===== src/rtl/fp_sign_pkg.sv =====
// Shared types and constants for the floating-point sign-resolution pipeline.
package fp_sign_pkg;

  localparam int unsigned RND_W = 2;

  localparam logic ADD = 1'b1;
  localparam logic SUB = 1'b0;

  typedef enum logic [RND_W-1:0] {
    RNE = 2'd0,
    RTZ = 2'd1,
    RDN = 2'd2,
    RUP = 2'd3
  } rnd_mode_t;

  typedef struct packed {
    logic gt;
    logic lt;
    logic eq;
  } mag_cmp_t;

endpackage


===== src/rtl/fp_sign_pipe_if.sv =====
// Operand/result handshake bundle for fp_sign_pipe; slave is the pipeline side.
interface fp_sign_pipe_if #(
  parameter int unsigned EXP_W = 8,
  parameter int unsigned MAN_W = 23
);
  import fp_sign_pkg::*;

  logic             in_valid;
  logic             in_ready;
  logic             a_sign;
  logic [EXP_W-1:0] a_exp;
  logic [MAN_W-1:0] a_frac;
  logic             b_sign;
  logic [EXP_W-1:0] b_exp;
  logic [MAN_W-1:0] b_frac;
  logic             operation;
  rnd_mode_t        rnd_mode;

  logic             out_valid;
  logic             out_ready;
  logic             sign_result;
  logic             eff_sub;
  logic             swap;
  logic [EXP_W-1:0] exp_diff;
  logic             is_nan;

  modport slave (
    input  in_valid, a_sign, a_exp, a_frac, b_sign, b_exp, b_frac, operation, rnd_mode,
    input  out_ready,
    output in_ready, out_valid, sign_result, eff_sub, swap, exp_diff, is_nan
  );

  modport master (
    output in_valid, a_sign, a_exp, a_frac, b_sign, b_exp, b_frac, operation, rnd_mode,
    output out_ready,
    input  in_ready, out_valid, sign_result, eff_sub, swap, exp_diff, is_nan
  );

endinterface


===== src/rtl/fp_mag_compare.sv =====
// Combinational magnitude compare of {exp,frac} and absolute exponent difference.
module fp_mag_compare
  import fp_sign_pkg::*;
#(
  parameter int unsigned EXP_W = 8,
  parameter int unsigned MAN_W = 23
) (
  input  logic [EXP_W-1:0] a_exp,
  input  logic [MAN_W-1:0] a_frac,
  input  logic [EXP_W-1:0] b_exp,
  input  logic [MAN_W-1:0] b_frac,
  output mag_cmp_t         cmp_c,
  output logic [EXP_W-1:0] exp_diff_c
);

  localparam int unsigned MAG_W  = EXP_W + MAN_W;
  localparam int unsigned DIFF_W = EXP_W + 1;

  logic [MAG_W-1:0]  a_mag;
  logic [MAG_W-1:0]  b_mag;
  logic [DIFF_W-1:0] diff_raw;
  logic [DIFF_W-1:0] diff_abs;

  always_comb begin
    a_mag    = {a_exp, a_frac};
    b_mag    = {b_exp, b_frac};
    cmp_c    = '0;
    cmp_c.gt = (a_mag > b_mag);
    cmp_c.lt = (a_mag < b_mag);
    cmp_c.eq = (a_mag == b_mag);
    // Extra bit carries the borrow so the sign of a_exp - b_exp is known.
    diff_raw   = DIFF_W'(a_exp) - DIFF_W'(b_exp);
    diff_abs   = diff_raw[EXP_W] ? (~diff_raw + DIFF_W'(1)) : diff_raw;
    exp_diff_c = EXP_W'(diff_abs);
  end

endmodule


===== src/rtl/fp_sign_pipe.sv =====
// Two-stage valid/ready pipeline resolving effective operation and result sign of an FP add/sub.
// Define FP_SIGN_SPECIAL_EN to flag NaN operands and Inf-Inf as invalid (is_nan=1, sign forced 0).
module fp_sign_pipe
  import fp_sign_pkg::*;
#(
  parameter int unsigned EXP_W = 8,
  parameter int unsigned MAN_W = 23
) (
  input  logic           clk,
  input  logic           n_rst,
  fp_sign_pipe_if.slave  bus
);

  mag_cmp_t         cmp_c;
  logic [EXP_W-1:0] exp_diff_c;
  logic             eff_sub_c;
  logic             nan_c;
  logic             sign_res_c;
  logic             s1_ready_c;
  logic             s2_ready_c;

  logic             s1_valid_q,    s1_valid_d;
  mag_cmp_t         s1_cmp_q,      s1_cmp_d;
  logic             s1_eff_sub_q,  s1_eff_sub_d;
  logic [EXP_W-1:0] s1_exp_diff_q, s1_exp_diff_d;
  logic             s1_a_sign_q,   s1_a_sign_d;
  logic             s1_b_sign_q,   s1_b_sign_d;
  logic             s1_op_q,       s1_op_d;
  rnd_mode_t        s1_rnd_q,      s1_rnd_d;
  logic             s1_nan_q,      s1_nan_d;

  logic             s2_valid_q,    s2_valid_d;
  logic             s2_sign_q,     s2_sign_d;
  logic             s2_eff_sub_q,  s2_eff_sub_d;
  logic             s2_swap_q,     s2_swap_d;
  logic [EXP_W-1:0] s2_exp_diff_q, s2_exp_diff_d;
  logic             s2_nan_q,      s2_nan_d;

  fp_mag_compare #(
    .EXP_W (EXP_W),
    .MAN_W (MAN_W)
  ) u_mag_compare (
    .a_exp      (bus.a_exp),
    .a_frac     (bus.a_frac),
    .b_exp      (bus.b_exp),
    .b_frac     (bus.b_frac),
    .cmp_c      (cmp_c),
    .exp_diff_c (exp_diff_c)
  );

  // Stage readiness depends only on registered valids and out_ready.
  assign s2_ready_c   = !s2_valid_q || bus.out_ready;
  assign s1_ready_c   = !s1_valid_q || s2_ready_c;
  assign bus.in_ready = s1_ready_c;

  always_comb begin
    eff_sub_c = bus.a_sign ^ bus.b_sign ^ ~bus.operation;
    nan_c     = 1'b0;
`ifdef FP_SIGN_SPECIAL_EN
    nan_c = ((&bus.a_exp) && (|bus.a_frac))
         || ((&bus.b_exp) && (|bus.b_frac))
         || ((&bus.a_exp) && ~(|bus.a_frac) && (&bus.b_exp) && ~(|bus.b_frac) && eff_sub_c);
`endif
  end

  always_comb begin
    s1_valid_d    = s1_valid_q;
    s1_cmp_d      = s1_cmp_q;
    s1_eff_sub_d  = s1_eff_sub_q;
    s1_exp_diff_d = s1_exp_diff_q;
    s1_a_sign_d   = s1_a_sign_q;
    s1_b_sign_d   = s1_b_sign_q;
    s1_op_d       = s1_op_q;
    s1_rnd_d      = s1_rnd_q;
    s1_nan_d      = s1_nan_q;
    if (s1_ready_c) begin
      s1_valid_d = bus.in_valid;
    end
    if (s1_ready_c && bus.in_valid) begin
      s1_cmp_d      = cmp_c;
      s1_eff_sub_d  = eff_sub_c;
      s1_exp_diff_d = exp_diff_c;
      s1_a_sign_d   = bus.a_sign;
      s1_b_sign_d   = bus.b_sign;
      s1_op_d       = bus.operation;
      s1_rnd_d      = bus.rnd_mode;
      s1_nan_d      = nan_c;
    end
  end

  // Sign of the result; an exact cancellation takes its sign from the rounding mode.
  always_comb begin
    sign_res_c = s1_a_sign_q;
    if (s1_nan_q) begin
      sign_res_c = 1'b0;
    end else if (s1_eff_sub_q) begin
      if (s1_cmp_q.lt) begin
        sign_res_c = s1_b_sign_q ^ ~s1_op_q;
      end else if (s1_cmp_q.eq) begin
        sign_res_c = (s1_rnd_q == RDN);
      end
    end
  end

  always_comb begin
    s2_valid_d    = s2_valid_q;
    s2_sign_d     = s2_sign_q;
    s2_eff_sub_d  = s2_eff_sub_q;
    s2_swap_d     = s2_swap_q;
    s2_exp_diff_d = s2_exp_diff_q;
    s2_nan_d      = s2_nan_q;
    if (s2_ready_c) begin
      s2_valid_d = s1_valid_q;
    end
    if (s2_ready_c && s1_valid_q) begin
      s2_sign_d     = sign_res_c;
      s2_eff_sub_d  = s1_eff_sub_q;
      s2_swap_d     = s1_cmp_q.lt;
      s2_exp_diff_d = s1_exp_diff_q;
      s2_nan_d      = s1_nan_q;
    end
  end

  always_ff @(posedge clk or negedge n_rst) begin
    if (!n_rst) begin
      s1_valid_q    <= 1'b0;
      s1_cmp_q      <= '0;
      s1_eff_sub_q  <= 1'b0;
      s1_exp_diff_q <= '0;
      s1_a_sign_q   <= 1'b0;
      s1_b_sign_q   <= 1'b0;
      s1_op_q       <= 1'b0;
      s1_rnd_q      <= RNE;
      s1_nan_q      <= 1'b0;
      s2_valid_q    <= 1'b0;
      s2_sign_q     <= 1'b0;
      s2_eff_sub_q  <= 1'b0;
      s2_swap_q     <= 1'b0;
      s2_exp_diff_q <= '0;
      s2_nan_q      <= 1'b0;
    end else begin
      s1_valid_q    <= s1_valid_d;
      s1_cmp_q      <= s1_cmp_d;
      s1_eff_sub_q  <= s1_eff_sub_d;
      s1_exp_diff_q <= s1_exp_diff_d;
      s1_a_sign_q   <= s1_a_sign_d;
      s1_b_sign_q   <= s1_b_sign_d;
      s1_op_q       <= s1_op_d;
      s1_rnd_q      <= s1_rnd_d;
      s1_nan_q      <= s1_nan_d;
      s2_valid_q    <= s2_valid_d;
      s2_sign_q     <= s2_sign_d;
      s2_eff_sub_q  <= s2_eff_sub_d;
      s2_swap_q     <= s2_swap_d;
      s2_exp_diff_q <= s2_exp_diff_d;
      s2_nan_q      <= s2_nan_d;
    end
  end

  assign bus.out_valid   = s2_valid_q;
  assign bus.sign_result = s2_sign_q;
  assign bus.eff_sub     = s2_eff_sub_q;
  assign bus.swap        = s2_swap_q;
  assign bus.exp_diff    = s2_exp_diff_q;
  assign bus.is_nan      = s2_nan_q;

endmodule


===== src/flat_wrapper.sv =====
// flat-port wrapper written by rule: the top's interface ports become plain ports
module fp_sign_pipe_flat import fp_sign_pkg::*;
#(
  parameter int unsigned EXP_W = 8,
  parameter int unsigned MAN_W = 23
)
  (clk, n_rst, bus_in_valid, bus_a_sign, bus_a_exp, bus_a_frac, bus_b_sign, bus_b_exp, bus_b_frac, bus_operation, bus_rnd_mode, bus_out_ready, bus_in_ready, bus_out_valid, bus_sign_result, bus_eff_sub, bus_swap, bus_exp_diff, bus_is_nan);
  fp_sign_pipe_if #(.EXP_W(EXP_W), .MAN_W(MAN_W)) bus_i ();
  input  logic clk;
  input  logic n_rst;
  input wire logic [$bits(bus_i.in_valid)-1:0] bus_in_valid;
  input wire logic [$bits(bus_i.a_sign)-1:0] bus_a_sign;
  input wire logic [$bits(bus_i.a_exp)-1:0] bus_a_exp;
  input wire logic [$bits(bus_i.a_frac)-1:0] bus_a_frac;
  input wire logic [$bits(bus_i.b_sign)-1:0] bus_b_sign;
  input wire logic [$bits(bus_i.b_exp)-1:0] bus_b_exp;
  input wire logic [$bits(bus_i.b_frac)-1:0] bus_b_frac;
  input wire logic [$bits(bus_i.operation)-1:0] bus_operation;
  input wire logic [$bits(bus_i.rnd_mode)-1:0] bus_rnd_mode;
  input wire logic [$bits(bus_i.out_ready)-1:0] bus_out_ready;
  output wire logic [$bits(bus_i.in_ready)-1:0] bus_in_ready;
  output wire logic [$bits(bus_i.out_valid)-1:0] bus_out_valid;
  output wire logic [$bits(bus_i.sign_result)-1:0] bus_sign_result;
  output wire logic [$bits(bus_i.eff_sub)-1:0] bus_eff_sub;
  output wire logic [$bits(bus_i.swap)-1:0] bus_swap;
  output wire logic [$bits(bus_i.exp_diff)-1:0] bus_exp_diff;
  output wire logic [$bits(bus_i.is_nan)-1:0] bus_is_nan;
  assign bus_i.in_valid = bus_in_valid;
  assign bus_i.a_sign = bus_a_sign;
  assign bus_i.a_exp = bus_a_exp;
  assign bus_i.a_frac = bus_a_frac;
  assign bus_i.b_sign = bus_b_sign;
  assign bus_i.b_exp = bus_b_exp;
  assign bus_i.b_frac = bus_b_frac;
  assign bus_i.operation = bus_operation;
  assign bus_i.rnd_mode = bus_rnd_mode;
  assign bus_i.out_ready = bus_out_ready;
  assign bus_in_ready = bus_i.in_ready;
  assign bus_out_valid = bus_i.out_valid;
  assign bus_sign_result = bus_i.sign_result;
  assign bus_eff_sub = bus_i.eff_sub;
  assign bus_swap = bus_i.swap;
  assign bus_exp_diff = bus_i.exp_diff;
  assign bus_is_nan = bus_i.is_nan;
  fp_sign_pipe #(.EXP_W(EXP_W), .MAN_W(MAN_W)) u_core (.clk(clk), .n_rst(n_rst), .bus(bus_i));
endmodule

===== config.mk =====
export PLATFORM = sky130hd
export DESIGN_NAME = fp_sign_pipe_flat
export DESIGN_NICKNAME = d
export VERILOG_FILES = /design/src/rtl/fp_sign_pkg.sv /design/src/rtl/fp_sign_pipe_if.sv /design/src/rtl/fp_mag_compare.sv /design/src/rtl/fp_sign_pipe.sv /design/src/flat_wrapper.sv
export SDC_FILE = /design/constraint.sdc
export NUM_CORES = 1
export LEC_CHECK = 0
export CORE_ASPECT_RATIO = 1.25
export CORE_UTILIZATION = 30
export DETAILED_ROUTE_END_ITERATION = 16
export SYNTH_ARGS = -nofsm -noshare
export SYNTH_HDL_FRONTEND = slang
export SYNTH_HIERARCHICAL = 1
export SYNTH_SLANG_ARGS = --single-unit

===== constraint.sdc =====
create_clock -name clk -period 2.3 [get_ports clk]
set_clock_uncertainty 0.15 [all_clocks]
set_input_delay 0.46 -clock clk [delete_from_list [all_inputs] [get_ports clk]]
set_output_delay 0.46 -clock clk [all_outputs]
set_load 0.03 [all_outputs]

==> run summary, run 1 <==
status: finished with violations
violated checks: setup timing
cell row count: 36
pin count of the biggest net entering global routing: 30
P&R area growth vs syn: 64.53%
vias: 2149
H-tree Lvls: 2
num ports: 85
max incr delay on CP: 360 ps
Post-Layout Cell Count: 463
Clk Latency, worst-skew pair: 270 ps
Vias/cell: 4.641
mapped cell area: 2455 µm²
critical path peak fanout: 3
Hold-fix buffers, CTS: 0
CTS tree: done
IO Port Bufs: 83
fraction of layout cells with a size suffix above 1: 0.3288
filler instances: 726
first-pass GRT wire length: 9487 µm
DP Cell Count: 449
antenna viol nets, final: 0
CTS Buffer Depth: 2
RSZ-0062 raised after global routing: true
cells after synthesis: 244
Reg2Reg Setup Slack: 870 ps
cells on worst reg2reg path: 4
footprint of the multi-input gates: 1829 µm²
Peak VDD IR: 770.0 µV
WL/cell: 11.78 µm
type of the worst min-delay path: reg2reg
initial core utilization: 0.3114
core area: 7883 µm²
Hold Path Sink: u_core/bus.sign_result$_DFFE_PN0P_
CP Cell Sequence: buf_12, inv_12, ha_4, inv_2, fa_2, a21o_4, a21o_4, a311oi_4, nand2_1, o21ai_2, xnor2_1, mux2_4
Final Hold Viols: 0
crit end category: flip-flop
Setup TNS Final: -243.9 ps
Synth Warn #: 6
WP data required: 2310 ps
post-DP HPWL: 4267 µm
Area after DPL: 3646 µm²
1st-iter DRT viols: 23
final net count: 473
Die H: 103.1 µm
final worst slack: -122.3 ps
fin crit period: 2422 ps
power per cell area: 605.0 nW/µm²
hold-critical path depth: 2
first drt pass iteration count: 4
GP Congestion: 0.8208
vias in the first global route: 2259
total track usage: 0.1348
FF+latch area: 725.7 µm²
fin area: 4039 µm²
antenna violations before repair: 0
GRT overflow: 0
Root Driver: clkbuf_8
arrival time of the worst setup path: 2430 ps
Hold Crit Start: u_core/bus.sign_result$_DFFE_PN0P_
P_leak: 1.928 nW
Total Die Area: 8551 µm²
critical path's most frequent cell: a21o_4
Routed WL: 5454 µm
Worst-path clk slew: 60 ps
Avg Synthesized Cell Area: 10.06 µm²
Final Cycle Share: 1.053
antenna fix cells: 0
Post-Syn Nets: 349
CP max stage cell: fa_2
setup violators final: 3
critical path type: in2reg
Critical R2R Capture: u_core/bus.exp_diff[0]$_DFFE_PN0P_
# Max-Cap Violations: 0
Startpoint Class: input pin
CTS Sinks: 29
clock buffer count from CTS: 5
max-slew violations: 0
fmax: 412.8 MHz
pre-CTS setup slack: -980.8 ps
DRC Markers: 0
origin of the critical flop-to-flop path: u_core/bus.out_valid$_DFFE_PN0P_
die width: 82.91 µm
flip-flops by register name (all words and copies together) (netlist names), 2 cells and up:
signal	count
u_core/bus.exp_diff	8
u_core/s1_exp_diff_q	8
u_core/s1_cmp_q	2
u_core/s1_rnd_q	2
layout by cell type, fill, tap and decap left out, types with 2 or more instances in the layout:
cell type and n:
dlygate4sd2_1 9, nand2_1 8, o21ai_2 2, dlymetal6s2s_1 2
ha_4 11, a21oi_2 4, xnor2_1 8, inv_1 28
nand2b_1 6, ha_1 22, nand3b_1 2, mux2_2 7
inv_2 9, nor2_1 8, buf_6 3, xnor2_2 2
xor2_1 3, o21ai_0 4, buf_4 36, clkbuf_8 6
nor2b_1 2, dfrtp_1 29, nand4_1 7, a21oi_1 8
clkdlybuf4s15_1 4, clkdlybuf4s50_1 65, a21o_1 13, mux2_4 18
nand3_1 3, o21ai_1 6, a21o_4 2
where the power goes:
group	leakage (nW)	internal [W]	switching (W)	total (W)
registers	0.340	0.000676	0.0000972	0.000773
clock network	0.0443	0.000237	0.000172	0.000408
logic	1.54	0.000730	0.000532	0.00126
total	1.93	0.00164	0.000801	0.00244
worst max-delay path by stage:
stage,start,to,cells after the start
after floorplan,bus_a_exp[0],u_core/s1_exp_diff_q[7]$_DFFE_PN0P_,11
after global placement,bus_a_exp[0],u_core/s1_exp_diff_q[7]$_DFFE_PN0P_,12
after detailed placement,bus_a_exp[0],u_core/s1_exp_diff_q[7]$_DFFE_PN0P_,12
after CTS,bus_a_exp[0],u_core/s1_exp_diff_q[7]$_DFFE_PN0P_,12
after global routing,bus_a_exp[0],u_core/s1_exp_diff_q[7]$_DFFE_PN0P_,12
final,bus_a_exp[0],u_core/s1_exp_diff_q[7]$_DFFE_PN0P_,12
per-layer routing:
layer  global-route usage  wire (µm)
met1               0.1504       2284
met4              0.04775         40
met2               0.2648       2967
met5                    0          0
met3              0.01601        163
critical path: cells and delay by family:
family	cells	cell delay (ps)
buf+inv	3	190
mux	1	260
compound gates	4	870
xor+xnor	1	70
simple gates	1	100
fa+ha+maj	2	480
timing repair:
action                     CTS  global route
resized for setup           51            28
pin swaps                   19            19
setup endpoints to repair    9             8
gates cloned                 0             0
setup buffers                8             2
layout make-up:
| class | count | share of cell area |
|---|---|---|
| Clock buffer | 7 | 0.02138 |
| Inverter | 38 | 0.03841 |
| Multi-Input combinational cell | 173 | 0.4529 |
| Sequential cell | 29 | 0.1797 |
| Tap cell | 95 | 0.02943 |
| Timing Repair Buffer | 121 | 0.2782 |
through the flow:
step	total power (W)	util	hold WS [ps]
2_1_floorplan	0.001483	-	14.41
6_report	0.002443	0.5124	358.2
3_3_place_gp	0.001930	0.4625	331.2
3_5_place_dp	0.001952	0.4625	342.5
5_1_grt	0.002612	0.5124	378.5
4_1_cts	0.002416	0.4946	364.7
Note: power is estimated with default switching activity, not from simulation.
==> run 2: changes to the inputs <==
--- a/config.mk
+++ b/config.mk
@@ -6,8 +6,10 @@
 export NUM_CORES = 1
 export LEC_CHECK = 0
 export CORE_ASPECT_RATIO = 1.25
+export CORE_MARGIN = 2
 export CORE_UTILIZATION = 30
 export DETAILED_ROUTE_END_ITERATION = 16
+export PLACE_DENSITY = 0.56
 export SYNTH_ARGS = -nofsm -noshare
 export SYNTH_HDL_FRONTEND = slang
 export SYNTH_HIERARCHICAL = 1
==> run 2 against run 1 <==
  * The flow still finishes with violations (setup timing)
  * Sequential share of layout area is 0.13 points lower
  * Clock-buffer cell count unchanged
  * Register-to-register slack is essentially flat
  * Fmax down 1.3%
  * Power rose by 4.9%
  * Critical path depth did not move
  * Via count fell by 0.88%
  * First-iteration DRC count rose by 78%
  * Final cell count increased by 0.43%
  * Global-route usage shrank 0.84 points
  * Non-clock buffer count grew 1
  * Design area is 0.74% higher
  * Critical endpoint unchanged
  * Largest power group unchanged
==> run summary, run 2 (synthesis results as in run 1) <==
RSZ-0062 raised after global routing: true
max incr delay on CP: 390 ps (+30 ps)
clock buffer count from CTS: 5 (unchanged)
Post-Layout Cell Count: 465 (+0.43%)
Sequential Power Share: 0.300 (-0.016)
P_leak: 1.929 nW (about the same)
most frequent cells in the layout: clkdlybuf4s50_1, buf_4, dfrtp_1, inv_1, ha_1
Routed WL: 5494 µm (+0.73%)
cells on worst reg2reg path: 4 (unchanged)
fraction of layout cells with a size suffix above 1: 0.3297 (+0.0009254)
final worst slack: -155.2 ps (-32.90 ps)
critical path type: in2reg
# Max-Cap Violations: 0 (unchanged)
cell row count: 36 (unchanged)
DP Cell Count: 447 (-0.45%)
filler instances: 746 (+2.8%)
critical path peak fanout: 3 (unchanged)
Area after DPL: 3631 µm² (-0.41%)
initial core utilization: 0.3114 (unchanged)
Final Cycle Share: 1.067 (+0.01430)
core area: 7883 µm² (unchanged)
power per cell area: 630.0 nW/µm² (+4.1%)
P&R area growth vs syn: 65.75%
Power Internal: 0.001756 W (+6.9%)
Die H: 105.1 µm (+1.9%)
Startpoint Class: input pin
fin area: 4069 µm² (+0.74%)
DRC Markers: 0 (unchanged)
1st-iter DRT viols: 41 (+78%)
num ports: 85 (unchanged)
CP Cell Sequence: buf_12, inv_12, ha_4, inv_2, fa_2, a21o_4, a21oi_4, xnor2_2, or3_4, o21ai_2, xnor2_1, mux2_4
Switch Pwr: 0.0008079 W (+0.85%)
WP depth: 12 (unchanged)
first-pass GRT wire length: 9294 µm (-2.0%)
first drt pass iteration count: 4 (unchanged)
vias: 2130 (-0.88%)
antenna violations before repair: 0 (unchanged)
Clk Latency, worst-skew pair: 270 ps (about the same)
pin count of the biggest net entering global routing: 30 (unchanged)
pre-CTS setup slack: -1094 ps (-112.9 ps)
fmax: 407.3 MHz (-1.3%)
clock network power share: 0.207 (+0.040)
GP Congestion: 0.7792 (-5.1%)
hold-critical path depth: 1 (-1)
vias in the first global route: 2263 (+0.18%)
antenna viol nets, final: 0 (unchanged)
Total Die Area: 8927 µm² (+4.4%)
final net count: 474 (+0.21%)
critical path's top delay family: compound AO/OA/AOI/OAI gates
max-slew violations: 0 (unchanged)
Vias/cell: 4.581 (-1.3%)
FF+latch area: 725.7 µm² (unchanged)
footprint of the multi-input gates: 1836 µm² (+0.34%)
GRT overflow: 0 (unchanged)
type of the worst min-delay path: reg2reg
Worst-path clk slew: 60 ps (about the same)
overall power: 0.002564 W (+4.9%)
Hold-fix buffers, CTS: 0 (unchanged)
CP max stage cell: or3_4
commonest non-fill, non-tap cell in the layout: clkdlybuf4s50_1
die width: 84.91 µm (+2.4%)
Final Hold Viols: 0 (unchanged)
H-tree Lvls: 2 (unchanged)
setup violators final: 7 (+4)
Comb power frac: 0.493 (-0.024)
violated checks: setup timing
switch share: 0.3151 (-0.01271)
WP data required: 2310 ps (about the same)
total track usage: 0.1264 (-0.008421)
Buf/Inv on CP: 3 (unchanged)
arrival time of the worst setup path: 2460 ps (+30 ps)
IO Port Bufs: 83 (unchanged)
Peak VDD IR: 949.6 µV (+23%)
post-DP HPWL: 4444 µm (+4.2%)
WL/cell: 11.82 µm (+0.30%)
CTS Sinks: 29 (unchanged)
CTS tree: done
fin crit period: 2455 ps (+32.90 ps)
Root Driver: clkbuf_8
CTS Buffer Depth: 2 (unchanged)
antenna fix cells: 0 (unchanged)
crit end category: flip-flop
status: finished with violations
## run 2: worst reg2reg max path, cell delays in order (launching register included)
cell and delay, ps:
dfrtp_1 400, nand2b_1 120, nand2_1 80, buf_4 220, mux2_2 350
## run 2: power by group through the flow
stage	Combinational, W	Clock, W	Sequential (W)
after floorplan	0.000549	0	0.000934
after global placement	0.00115	0	0.000779
after detailed placement	0.00117	0	0.000783
after CTS	0.00124	0.000548	0.000773
after global routing	0.00136	0.000569	0.000798
final	0.00126	0.000531	0.000769
## run 2: per-layer routing
layer	vias up	track usage	share of wire
met5	-	0	0
met4	0	0.04989	0.022
met3	10	0.01501	0.034
met2	53	0.2368	0.53
met1	963	0.1426	0.41
li1	1104	-	-
## run 2: area by class of cell
class | instances | share of cell area
well taps | 95 | 0.02921
clock buffers | 7 | 0.02122
clock inverters | 1 | 0.007380
flip-flops and latches | 29 | 0.1784
repair buffers | 122 | 0.2746
inverters | 38 | 0.03813
multi-input cells | 173 | 0.4511
## run 2: stage by stage
step	hold slack, ps	setup TNS, ps	util
4_1_cts	356.6	-333.8	0.5046
2_1_floorplan	14.41	-683.3	-
5_1_grt	374.2	-1089	0.5162
3_3_place_gp	327.5	-6535	0.4606
3_5_place_dp	342.0	-7011	0.4606
6_report	350.8	-539.0	0.5162
## run 2: timing repair
action                     CTS  global route
setup endpoints to repair    9             8
pin swaps                   25             7
setup buffers                9             2
gates resized for setup     61            11
## run 2: path summary, 6_finish.rpt
path,from,endpoint,slack (ps)
max reg2reg,u_core/bus.out_valid$_DFFE_PN0P_,u_core/bus.exp_diff[0]$_DFFE_PN0P_,870
max,bus_a_exp[0],u_core/s1_exp_diff_q[7]$_DFFE_PN0P_,-160
min reg2reg,u_core/bus.exp_diff[0]$_DFFE_PN0P_,u_core/bus.exp_diff[0]$_DFFE_PN0P_,350
min,u_core/bus.exp_diff[0]$_DFFE_PN0P_,u_core/bus.exp_diff[0]$_DFFE_PN0P_,350
min in group asynchronous,n_rst,u_core/bus.out_valid$_DFFE_PN0P_,420
max in group asynchronous,n_rst,u_core/bus.exp_diff[4]$_DFFE_PN0P_,1320
